**src/rtl/spi_host_loader_if.sv**
```systemverilog
// spi_host_loader_if: byte request/response handshake between a host and spi_host_loader
interface spi_host_loader_if;
    logic       tx_vld;
    logic       tx_dc;
    logic [7:0] tx_data;
    logic       tx_rdy;
    logic       rx_vld;
    logic [7:0] rx_data;
    modport master(output tx_vld, tx_dc, tx_data, input tx_rdy, rx_vld, rx_data);
    modport slave(input tx_vld, tx_dc, tx_data, output tx_rdy, rx_vld, rx_data);
endinterface

```
**src/rtl/spi_host_loader.sv**
```systemverilog
// spi_host_loader: SPI mode-0 host initiator with DC line, one rx byte returned per tx byte
module spi_host_loader #(
    parameter int CLK_DIV = 4,
    parameter int GAP_CYC = 16
) (
    input  logic             clk_i,
    input  logic             rst_n_i,
    spi_host_loader_if.slave bus,
    output logic             busy_o,
    output logic             spi_sclk_o,
    output logic             spi_cs_n_o,
    output logic             spi_dc_o,
    output logic             spi_mosi_o,
    input  logic             spi_miso_i
);
    localparam int DW = $clog2(CLK_DIV) + 1;
    localparam int GW = $clog2(GAP_CYC + 1) + 1;

    typedef enum logic [1:0] {IDLE, SHIFT, GAP} state_t;

    state_t        state, state_nxt;
    logic [DW-1:0] div_cnt;
    logic [GW-1:0] gap_cnt;
    logic [2:0]    bit_cnt;
    logic [7:0]    tx_sr, rx_sr;
    logic          accept, tick, rise, fall, last_bit, gap_done;

    assign bus.tx_rdy = state != SHIFT;
    assign accept     = bus.tx_vld && bus.tx_rdy;
    assign tick       = div_cnt == DW'(CLK_DIV - 1);
    assign rise       = state == SHIFT && tick && !spi_sclk_o;
    assign fall       = state == SHIFT && tick && spi_sclk_o;
    assign last_bit   = bit_cnt == 3'd7;
    assign gap_done   = int'(gap_cnt) + 1 >= GAP_CYC;
    assign busy_o     = ~spi_cs_n_o;
    assign spi_mosi_o = tx_sr[7];

    always_ff @(posedge clk_i or negedge rst_n_i) begin
        if (!rst_n_i) state <= IDLE;
        else state <= state_nxt;
    end

    // an accept in GAP takes priority over the gap timeout, keeping CS low
    always_comb begin
        state_nxt = state;
        if (accept) state_nxt = SHIFT;
        else if (fall && last_bit) state_nxt = GAP;
        else if (state == GAP && gap_done) state_nxt = IDLE;
    end

    always_ff @(posedge clk_i or negedge rst_n_i) begin
        if (!rst_n_i) begin
            spi_cs_n_o  <= 1'b1;
            spi_sclk_o  <= 1'b0;
            spi_dc_o    <= 1'b0;
            tx_sr       <= '0;
            rx_sr       <= '0;
            div_cnt     <= '0;
            bit_cnt     <= '0;
            gap_cnt     <= '0;
            bus.rx_vld  <= 1'b0;
            bus.rx_data <= '0;
        end else begin
            bus.rx_vld <= 1'b0;
            if (accept) begin
                tx_sr      <= bus.tx_data;
                spi_dc_o   <= bus.tx_dc;
                spi_cs_n_o <= 1'b0;
                spi_sclk_o <= 1'b0;
                div_cnt    <= '0;
                bit_cnt    <= '0;
                gap_cnt    <= '0;
            end else if (state == SHIFT) begin
                div_cnt <= tick ? '0 : div_cnt + DW'(1);
                if (tick) spi_sclk_o <= ~spi_sclk_o;
                if (rise) rx_sr <= {rx_sr[6:0], spi_miso_i};
                if (fall) begin
                    bit_cnt <= bit_cnt + 3'd1;
                    if (!last_bit) tx_sr <= {tx_sr[6:0], 1'b0};
                    if (last_bit) begin
                        bus.rx_vld  <= 1'b1;
                        bus.rx_data <= rx_sr;
                    end
                end
            end else if (state == GAP) begin
                gap_cnt <= gap_cnt + GW'(1);
                if (gap_done) begin
                    spi_cs_n_o <= 1'b1;
                    tx_sr      <= '0;
                end
            end
        end
    end
endmodule

```
**src/flat_wrapper.sv**
```systemverilog
// flat-port wrapper written by rule: the top's interface ports become plain ports
module spi_host_loader_flat 
#(
    parameter int CLK_DIV = 4,
    parameter int GAP_CYC = 16
)
  (clk_i, rst_n_i, busy_o, spi_sclk_o, spi_cs_n_o, spi_dc_o, spi_mosi_o, spi_miso_i, bus_tx_vld, bus_tx_dc, bus_tx_data, bus_tx_rdy, bus_rx_vld, bus_rx_data);
  spi_host_loader_if bus_i ();
  input  logic clk_i;
  input  logic rst_n_i;
  output logic busy_o;
  output logic spi_sclk_o;
  output logic spi_cs_n_o;
  output logic spi_dc_o;
  output logic spi_mosi_o;
  input  logic spi_miso_i;
  input wire logic [$bits(bus_i.tx_vld)-1:0] bus_tx_vld;
  input wire logic [$bits(bus_i.tx_dc)-1:0] bus_tx_dc;
  input wire logic [$bits(bus_i.tx_data)-1:0] bus_tx_data;
  output wire logic [$bits(bus_i.tx_rdy)-1:0] bus_tx_rdy;
  output wire logic [$bits(bus_i.rx_vld)-1:0] bus_rx_vld;
  output wire logic [$bits(bus_i.rx_data)-1:0] bus_rx_data;
  assign bus_i.tx_vld = bus_tx_vld;
  assign bus_i.tx_dc = bus_tx_dc;
  assign bus_i.tx_data = bus_tx_data;
  assign bus_tx_rdy = bus_i.tx_rdy;
  assign bus_rx_vld = bus_i.rx_vld;
  assign bus_rx_data = bus_i.rx_data;
  spi_host_loader #(.CLK_DIV(CLK_DIV), .GAP_CYC(GAP_CYC)) u_core (.clk_i(clk_i), .rst_n_i(rst_n_i), .bus(bus_i), .busy_o(busy_o), .spi_sclk_o(spi_sclk_o), .spi_cs_n_o(spi_cs_n_o), .spi_dc_o(spi_dc_o), .spi_mosi_o(spi_mosi_o), .spi_miso_i(spi_miso_i));
endmodule
```
**config.mk**
```make
export PLATFORM = sky130hd
export DESIGN_NAME = spi_host_loader_flat
export DESIGN_NICKNAME = d
export VERILOG_FILES = /design/src/rtl/spi_host_loader_if.sv /design/src/rtl/spi_host_loader.sv /design/src/flat_wrapper.sv
export SDC_FILE = /design/constraint.sdc
export NUM_CORES = 1
export LEC_CHECK = 0
export ABC_AREA = 1
export CAP_MARGIN = 20
export CORE_ASPECT_RATIO = 1.2
export CORE_MARGIN = 2
export CORE_UTILIZATION = 55
export CTS_CLUSTER_DIAMETER = 120
export DETAILED_ROUTE_END_ITERATION = 8
export GPL_TIMING_DRIVEN = 0
export PLACE_DENSITY_LB_ADDON = 0.1
export SLEW_MARGIN = 15
export SYNTH_ARGS = -nofsm -noshare
export SYNTH_HDL_FRONTEND = slang
export SYNTH_SLANG_ARGS = --single-unit
```
**constraint.sdc**
```tcl
create_clock -name clk_i -period 2.8 [get_ports clk_i]
set_clock_uncertainty 0.1 [all_clocks]
set_input_delay 0.56 -clock clk_i [delete_from_list [all_inputs] [get_ports clk_i]]
set_output_delay 0.56 -clock clk_i [all_outputs]
set_load 0.02 [all_outputs]
```
Word level (Yosys, flattened, before mapping)
Cells that the tools add are included.

cells by class
  reduce and logical (&&, ||, !) cells = 22
  $lt $le $gt $ge = 1
  bitwise operators = 3
  mux-type cells = 29
  add/sub/neg operators = 4
  eq/ne operators = 8

operators with widths
  cell                                                                 count
  two-way mux 8 bit                                                    6
  greater-or-equal comparator 32 x 6 -> 1 bit (second input constant)  1
  two-way mux 3 bit                                                    6
  two-way mux 6 bit                                                    3
  two-way mux 1 bit                                                    11
  nonzero test 2 bit                                                   5
  nonzero test 3 bit                                                   3
  AND reduction 4 bit                                                  2
  adder 6 x 1 -> 7 bit (second input constant)                         1
  adder 3 x 1 -> 3 bit (second input constant)                         2
  adder 6 x 1 -> 6 bit (second input constant)                         1
  logical AND 1 bit                                                    6
  two-way mux 2 bit                                                    3
  AND reduction 2 bit                                                  3
  AND reduction 3 bit                                                  2
  inequality test 2 x 1 -> 1 bit (second input constant)               2
  == test 3 x 2 -> 1 bit (second input constant)                       1
  == test 3 bit (second input constant)                                1
  inequality test 3 x 1 -> 1 bit (second input constant)               1
  inequality test 3 x 2 -> 1 bit (second input constant)               1
  NOT 1 bit                                                            3
  == test 2 x 1 -> 1 bit (second input constant)                       1
  == test 2 bit (second input constant)                                1
  zero test 1 bit                                                      1

storage, ports and cells
  flip-flop bits (word level) = 42
  output and inout bits = 15

Logic depth before layout (Yosys ltp)
  depth after elaboration = 6
  depth in mapped cells = 10
  mapped depth without buffers = 10

Worst setup path after synthesis
OpenSTA, ideal clock, no wires.

  path kind = reg2reg
  from = register u_core.state[1]
  to = register u_core.bus.rx_data[1]
  path slack = 1.068 ns
  data arrival time = 1.514 ns
  buffers on the path = 1
  data required time = 2.582 ns
  period minus slack after synthesis = 1.732 ns
  library setup time = 0.118 ns
  cell stages (with the launch flop) = 11
  cells stage by stage = dfrtp_1 inv_1 ha_1 inv_2 nor2_4 nand2_2 nor2_4 nand2_2 buf_6 nand2_1 o21ai_2

on the way
  longest elaborated chain between the ends = 4
  elaborated cells on any way between the ends = 7
  classes of those cells = eq/ne: 2; bitwise: 1; reduce/logical: 4

ends and longest elaborated chain
  what                                  RTL line                  text
  start, declared                       spi_host_loader.sv:21     state_t state, state_nxt;
  start signal, assigned                spi_host_loader.sv:40     else state <= state_nxt;
  inequality test 2 x 1 -> 1 bit        spi_host_loader.sv:28     assign bus.tx_rdy = state != SHIFT;
  via bus_tx_rdy                        flat_wrapper.sv:20        output wire logic [$bits(bus_i.tx_rdy)-1:0] bus_tx_rdy;
  logical AND 1 bit                     spi_host_loader.sv:29     assign accept = bus.tx_vld && bus.tx_rdy;
  NOT 1 bit (no source line)            -
  AND reduction 4 bit (no source line)  -
  end signal, assigned                  spi_host_loader.sv:82     bus.rx_data <= rx_sr;
  end, declared                         spi_host_loader_if.sv:10  modport slave(input tx_vld, tx_dc, tx_data, output tx_rdy, rx_vld, rx_data);

The timed path passes the listed nets, and every way through them passes these cells.
A chain may end at the register's enable or synchronous reset.

Worst setup path after layout
  from = register u_core.state[0]
  to = output port bus_tx_rdy

on the way
  longest elaborated chain between the ends = 1

ends and longest elaborated chain
  what                            RTL line
  inequality test 2 x 1 -> 1 bit  spi_host_loader.sv:28
  end, declared                   flat_wrapper.sv:20

Every way passes these cells.

==> flow_summary.json <==
{
  "outcome": "finished clean",
  "n_fill_cell": 276,
  "setup_viol": 0,
  "syn_to_final_growth_pct": 23.0,
  "cts_setup_buffers": 0,
  "drc_errors": 0,
  "clk_pin_slew_ps": 80,
  "stdcell_area_sq_um": 2390,
  "total_power_mw": 2.23,
  "wl_per_cell_um": 13.0,
  "cts_buffers": 5,
  "grt_pass1_wl_um": 6780,
  "row_count": 23,
  "htreeDepth": 2,
  "io_pins": 28,
  "n_antenna_cell": 0,
  "die_y_um": 69.2,
  "relSlewSlack_pct": 65.8,
  "hp-class": "primary input to async pin",
  "synth_fp_nets": 233,
  "initial_core_util_pct": 57.8,
  "cts-root-buf": "clkbuf_8",
  "drive_gt1_share_pct": 12.0,
  "yosysSeqAreaShare_pct": 54.0,
  "whs_ps": 125,
  "clkSinkCount": 42,
  "clk_path_buf_depth": 2,
  "fin_nets": 268,
  "ys_warn_count": 0,
  "final_hold_viol_count": 0,
  "dpl_worst_slack_ps": 552,
  "fin_crit_sh_pct": 85.2,
  "ir_worst_vdd_v": 0.000619,
  "cp.arrival_ps": 1720,
  "intPower_mw": 1.38,
  "power_leakage_nw": 1.16,
  "antenna_found_initial": 0,
  "worstSetupEndpointType": "output port",
  "placed_cell_area_sq_um": 2290,
  "dr.pass1.iters": 4,
  "yosysUniqueCellTypes": 27,
  "powerDensity_nw_per_um2": 930,
  "drt-total-wl_um": 3720,
  "dieArea_sq_um": 4030,
  "grt_use_total_pct": 21.9,
  "tightest_slew_ps": 513,
  "gp_congestion": 0.767,
  "ys_ff_latch": 42,
  "cts-resized-gates": 0,
  "max_cap_viol_count": 0,
  "core_area_sq_um": 3370,
  "syn_avg_cell_area_sq_um": 9.14,
  "cts_tree": "yes",
  "start_kind": "register",
  "switching_share_pct": 38.1,
  "rsz0062_at_grt": "no",
  "viasPerCell": 5.37,
  "fin_tns_setup_ps": 0,
  "vias": 1536,
  "p_seq_share_pct": 40.8,
  "clk_latency_ps": 290,
  "netlist_instances": 213,
  "cts_hold_buf": 0,
  "grt_pass1_vias": 1550,
  "switchingPower_mw": 0.848,
  "drtIter0Drc": 79,
  "combPwrFrac_pct": 38.3,
  "power_frac_clock_pct": 20.9,
  "maxSlewViolCount": 0,
  "syn-cell-area_sq_um": 1950,
  "portBuffers": 27,
  "dp_hpwl_um": 2720,
  "worst_slack_ps": 416,
  "timing_worst_setup_path_type": "register to output port",
  "grt_max_degree": 23,
  "antenna_left": 0,
  "worstPathRequired_ps": 2140,
  "cp_max_fo": 5,
  "fmax_mhz": 419,
  "chipWidth_um": 58.3,
  "gr-total-overflow": 0,
  "post-route-min-period_ps": 2380
}
==> per-layer routing <==
metal	part of all wire [%]	routed length (um)	vias to the layer above	GRT usage (%)
met2	50	1850	27	36.1
met3	3.7	139	5	5.22
li1	-	-	762	-
met5	0	0	-	0
met1	45	1680	742	27.3
met4	1.6	58	0	8.27
==> power by group through the flow <==
stage,clock network (mW),registers [mW],logic [mW]
2_1_floorplan,0,0.920,0.587
3_3_place_gp,0,0.910,0.832
3_5_place_dp,0,0.919,0.861
4_1_cts,0.476,0.908,0.865
5_1_grt,0.502,0.933,0.977
6_report,0.466,0.909,0.853
==> cells in the mapped netlist (all sizes together) <==
master  instances  area (sq um)
a211oi          1          7.51
a21oi           7          35.0
a22o            7          61.3
buf             4          25.0
clkbuf          2          7.51
dfrtp          41          1030
dfstp           1          26.3
ha              7          87.6
inv            24          90.1
nand2          59           239
nand3          24           120
nand4           1          6.26
nor2            9          48.8
nor3            2          10.0
nor3b           1          7.51
o21ai          20           126
o22ai           1          6.26
o31ai           1          7.51
xor2            1          8.76
==> per-stage QoR <==
step	util [%]	instances
after global routing	71.1	286
after global placement	67.2	277
after detailed placement	67.9	278
final	71.1	286
after floorplan	-	213
after CTS	71.1	286
==> final cells by class <==
cell class              instances  area, sq um  area share (%)
plain buffers                   6         32.5            1.36
clock inverters                 3         40.0            1.67
repair buffers                 28          293            12.2
flip-flops and latches         42         1050            43.9
multi-input cells             141          772            32.2
clock buffers                   5         68.8            2.87
inverters                      24         90.1            3.76
well taps                      37         46.3            1.93
==> worst paths after layout <==
path | start | to | slack [ps] | cells after the start
hold reg to reg | u_core.bus.rx_data[7] | u_core.bus.rx_data[7] | 370 | 2
max in group asynchronous | rst_n_i | u_core.div_cnt[2] | 1990 | 2
min in group clk_i | u_core.bus.rx_data[7] | u_core.bus.rx_data[7] | 370 | 2
hold / removal | rst_n_i | u_core.gap_cnt[0] | 120 | 1
setup reg to reg | u_core.state[1] | u_core.bus.rx_data[1] | 890 | 10
setup / recovery | u_core.state[0] | bus_tx_rdy | 420 | 3
==> sequential cells by signal, indices dropped and copies added (netlist names) <==
signal	count
u_core.bus.rx_vld	1
u_core.bus.rx_data	8
u_core.spi_sclk_o	1
u_core.tx_sr	8
u_core.div_cnt	3
u_core.spi_cs_n_o	1
u_core.state	2
u_core.bit_cnt	3
u_core.rx_sr	8
u_core.gap_cnt	6
u_core.spi_dc_o	1
==> cells in the final DEF, fill, tap and decap left out, types with 2 or more instances in the layout <==
master | netlist | layout
inv_1 | 22 | 22
nor3_1 | 2 | 2
o21ai_1 | 8 | 8
o21ai_2 | 7 | 7
dfrtp_1 | 41 | 41
nor2_4 | 2 | 2
clkinv_2 | 0 | 2
a21oi_1 | 7 | 7
nand3_1 | 24 | 24
buf_2 | 2 | 3
clkbuf_8 | 0 | 5
clkdlybuf4s50_1 | 0 | 26
nand2_1 | 54 | 54
inv_2 | 2 | 2
nand2_2 | 4 | 4
a22o_1 | 7 | 7
nor2_1 | 7 | 7
ha_1 | 7 | 7
o21ai_0 | 5 | 5
clkbuf_1 | 2 | 2
==> cell families after synthesis <==
family                   count (synthesis)  synth area share, %
XOR/XNOR                                 1                0.450
AO/OA/AOI/OAI                           37                 12.5
buffers and inverters                   30                 6.30
adder cells (fa/ha/maj)                  7                 4.50
AND/OR/NAND/NOR                         96                 22.2
flip-flops                              42                 54.0
==> critical path: stages (launching register included) <==
cell and delay, ps:
dfrtp_1 420, ha_1 270, inv_2 130, clkdlybuf4s50_1 610
Power figures use the tool's default switching activity.
==> RTL edit, RTL diff (same flow settings) <==
`CLK_DIV` is set to 4 in 2 places; all go to 8.
--- a/src/rtl/spi_host_loader.sv
+++ b/src/rtl/spi_host_loader.sv
@@ -2,3 +2,3 @@
 module spi_host_loader #(
-    parameter int CLK_DIV = 4,
+    parameter int CLK_DIV = 8,
     parameter int GAP_CYC = 16
--- a/src/flat_wrapper.sv
+++ b/src/flat_wrapper.sv
@@ -3,3 +3,3 @@
 #(
-    parameter int CLK_DIV = 4,
+    parameter int CLK_DIV = 8,
     parameter int GAP_CYC = 16
Function: changed (Yosys sat finds a counterexample within 10 cycles, from zero or initial values and one cycle with rst_n_i low).
==> RTL edit against the unedited design <==
First-iteration DRC count is 41% lower; routed wire length is 0.19% higher; via count is 0.46% lower; sequential cell count is 1 higher; setup slack better by 0.060 ns; synthesized area is 0.84% higher; total power is 24% lower; final area is 0.47% lower; critical path type unchanged.
==> RTL edit: results <==
set metrics [dict create \
    gp_congestion 0.802 \
    worstSetupStartpoint "u_core.state[0]$_DFFE_PN0P_" \
    cp_max_fo 5 \
    post_dp_cell_area_mm2 0.00229 \
    synth_flop_cell "dfrtp_1" \
    vdd_drop_max_mv 0.480 \
    reg2reg_depth 8 \
    cts_resized 0 \
    vias 1529 \
    num-fill-cells 278 \
    grt_max_degree 34 \
    largestRegisters "u_core.bus.rx_data (8), u_core.rx_sr (8), u_core.tx_sr (8)" \
    syn-num-nets 240 \
    h-tree-depth 2 \
    post_drt_wl_per_cell_um 12.7 \
    synth_area_leaders "dfrtp_1 54%, nand2_1 11%, nand3_1 5.4%, inv_1 5.2%, o21ai_0 4.8%" \
    cts_made_buffers 5 \
    grt_first_pass_wirelength_um 6560 \
    drive_above_1_share 0.0703 \
    crit_arrival_ns 1.66 \
    ys_types 21 \
    n_antenna_cell 0 \
    worst_hold_slack_ns 0.0247 \
    detailed_place_hpwl_um 2720 \
    post_cts_buffers 0 \
    r2r_slack_ns 0.80 \
    relSlewSlack 0.651 \
    synth_seq_area_share 0.549 \
    drt_pre_antenna_iters 4 \
    yosys_warnings 0 \
    hp-class "in -> async" \
    grt_use_total 0.210 \
    clock_latency_ns 0.30 \
    clkTransAtPathRegs_ns 0.08 \
    synthTopCellsByCount "60 x nand2_1, 42 x dfrtp_1, 27 x inv_1" \
    crit-reg2reg-launch "u_core.state[1]$_DFFE_PN0P_" \
    antenna_found_initial 0 \
    drtIter0Drc 47 \
    clk_path_buf_depth 2 \
    outcome "finished clean" \
    cp-endpoint "bus_tx_rdy" \
    p_leak_uw 0.00118 \
    nNetsFinal 275 \
    r2r_end "u_core.rx_sr[7]$_DFFE_PN0P_" \
]
RTL edit: logic make-up (layout without fill, tap and decap cells):
logic type / Yosys count / in the layout / synth area share
xor gates and xnor gates: 3 / 3 / 0.0134
adders and majority gates: 7 / 7 / 0.0446
DFF: 43 / 43 / 0.549
AOI/OAI and AO/OA: 39 / 39 / 0.118
and+or+nand+nor: 95 / 95 / 0.207
buffers and inverters: 33 / 69 / 0.0682
RTL edit: critical path, stage by stage, from the launching register on:
cell	delay, ns
dfrtp_1	0.42
ha_1	0.27
inv_1	0.09
clkdlybuf4s50_1	0.59
RTL edit: area by class of cell:
class | instances | area (µm²) | share of cell area
flip-flops and latches | 43 | 1080 | 0.452
multi-input cells | 144 | 752 | 0.315
repair buffers | 28 | 285 | 0.120
inverters | 28 | 105 | 0.0441
clock buffers | 5 | 68.8 | 0.0289
well taps | 37 | 46.3 | 0.0194
plain buffers | 5 | 28.8 | 0.0121
clock inverters | 3 | 20.0 | 0.00840
RTL edit: power by group:
part	internal (µW)	switching, µW	total, µW
registers	767	95.2	862
clock network	174	218	392
logic	202	242	445
RTL edit: through the flow:
step                power, µW  instances  setup WS, ns
global route             1820        293         0.369
detailed placement       1320        285         0.579
floorplan                1170        220          1.11
CTS                      1710        293         0.466
finish                   1700        293         0.475
global placement         1300        284       -0.0641
RTL edit: layer usage:
| metal | part of all wire | GRT usage |
|---|---|---|
| met1 | 0.44 | 0.260 |
| met2 | 0.50 | 0.348 |
| met3 | 0.040 | 0.0597 |
| met4 | 0.016 | 0.0698 |
| met5 | 0 | 0 |
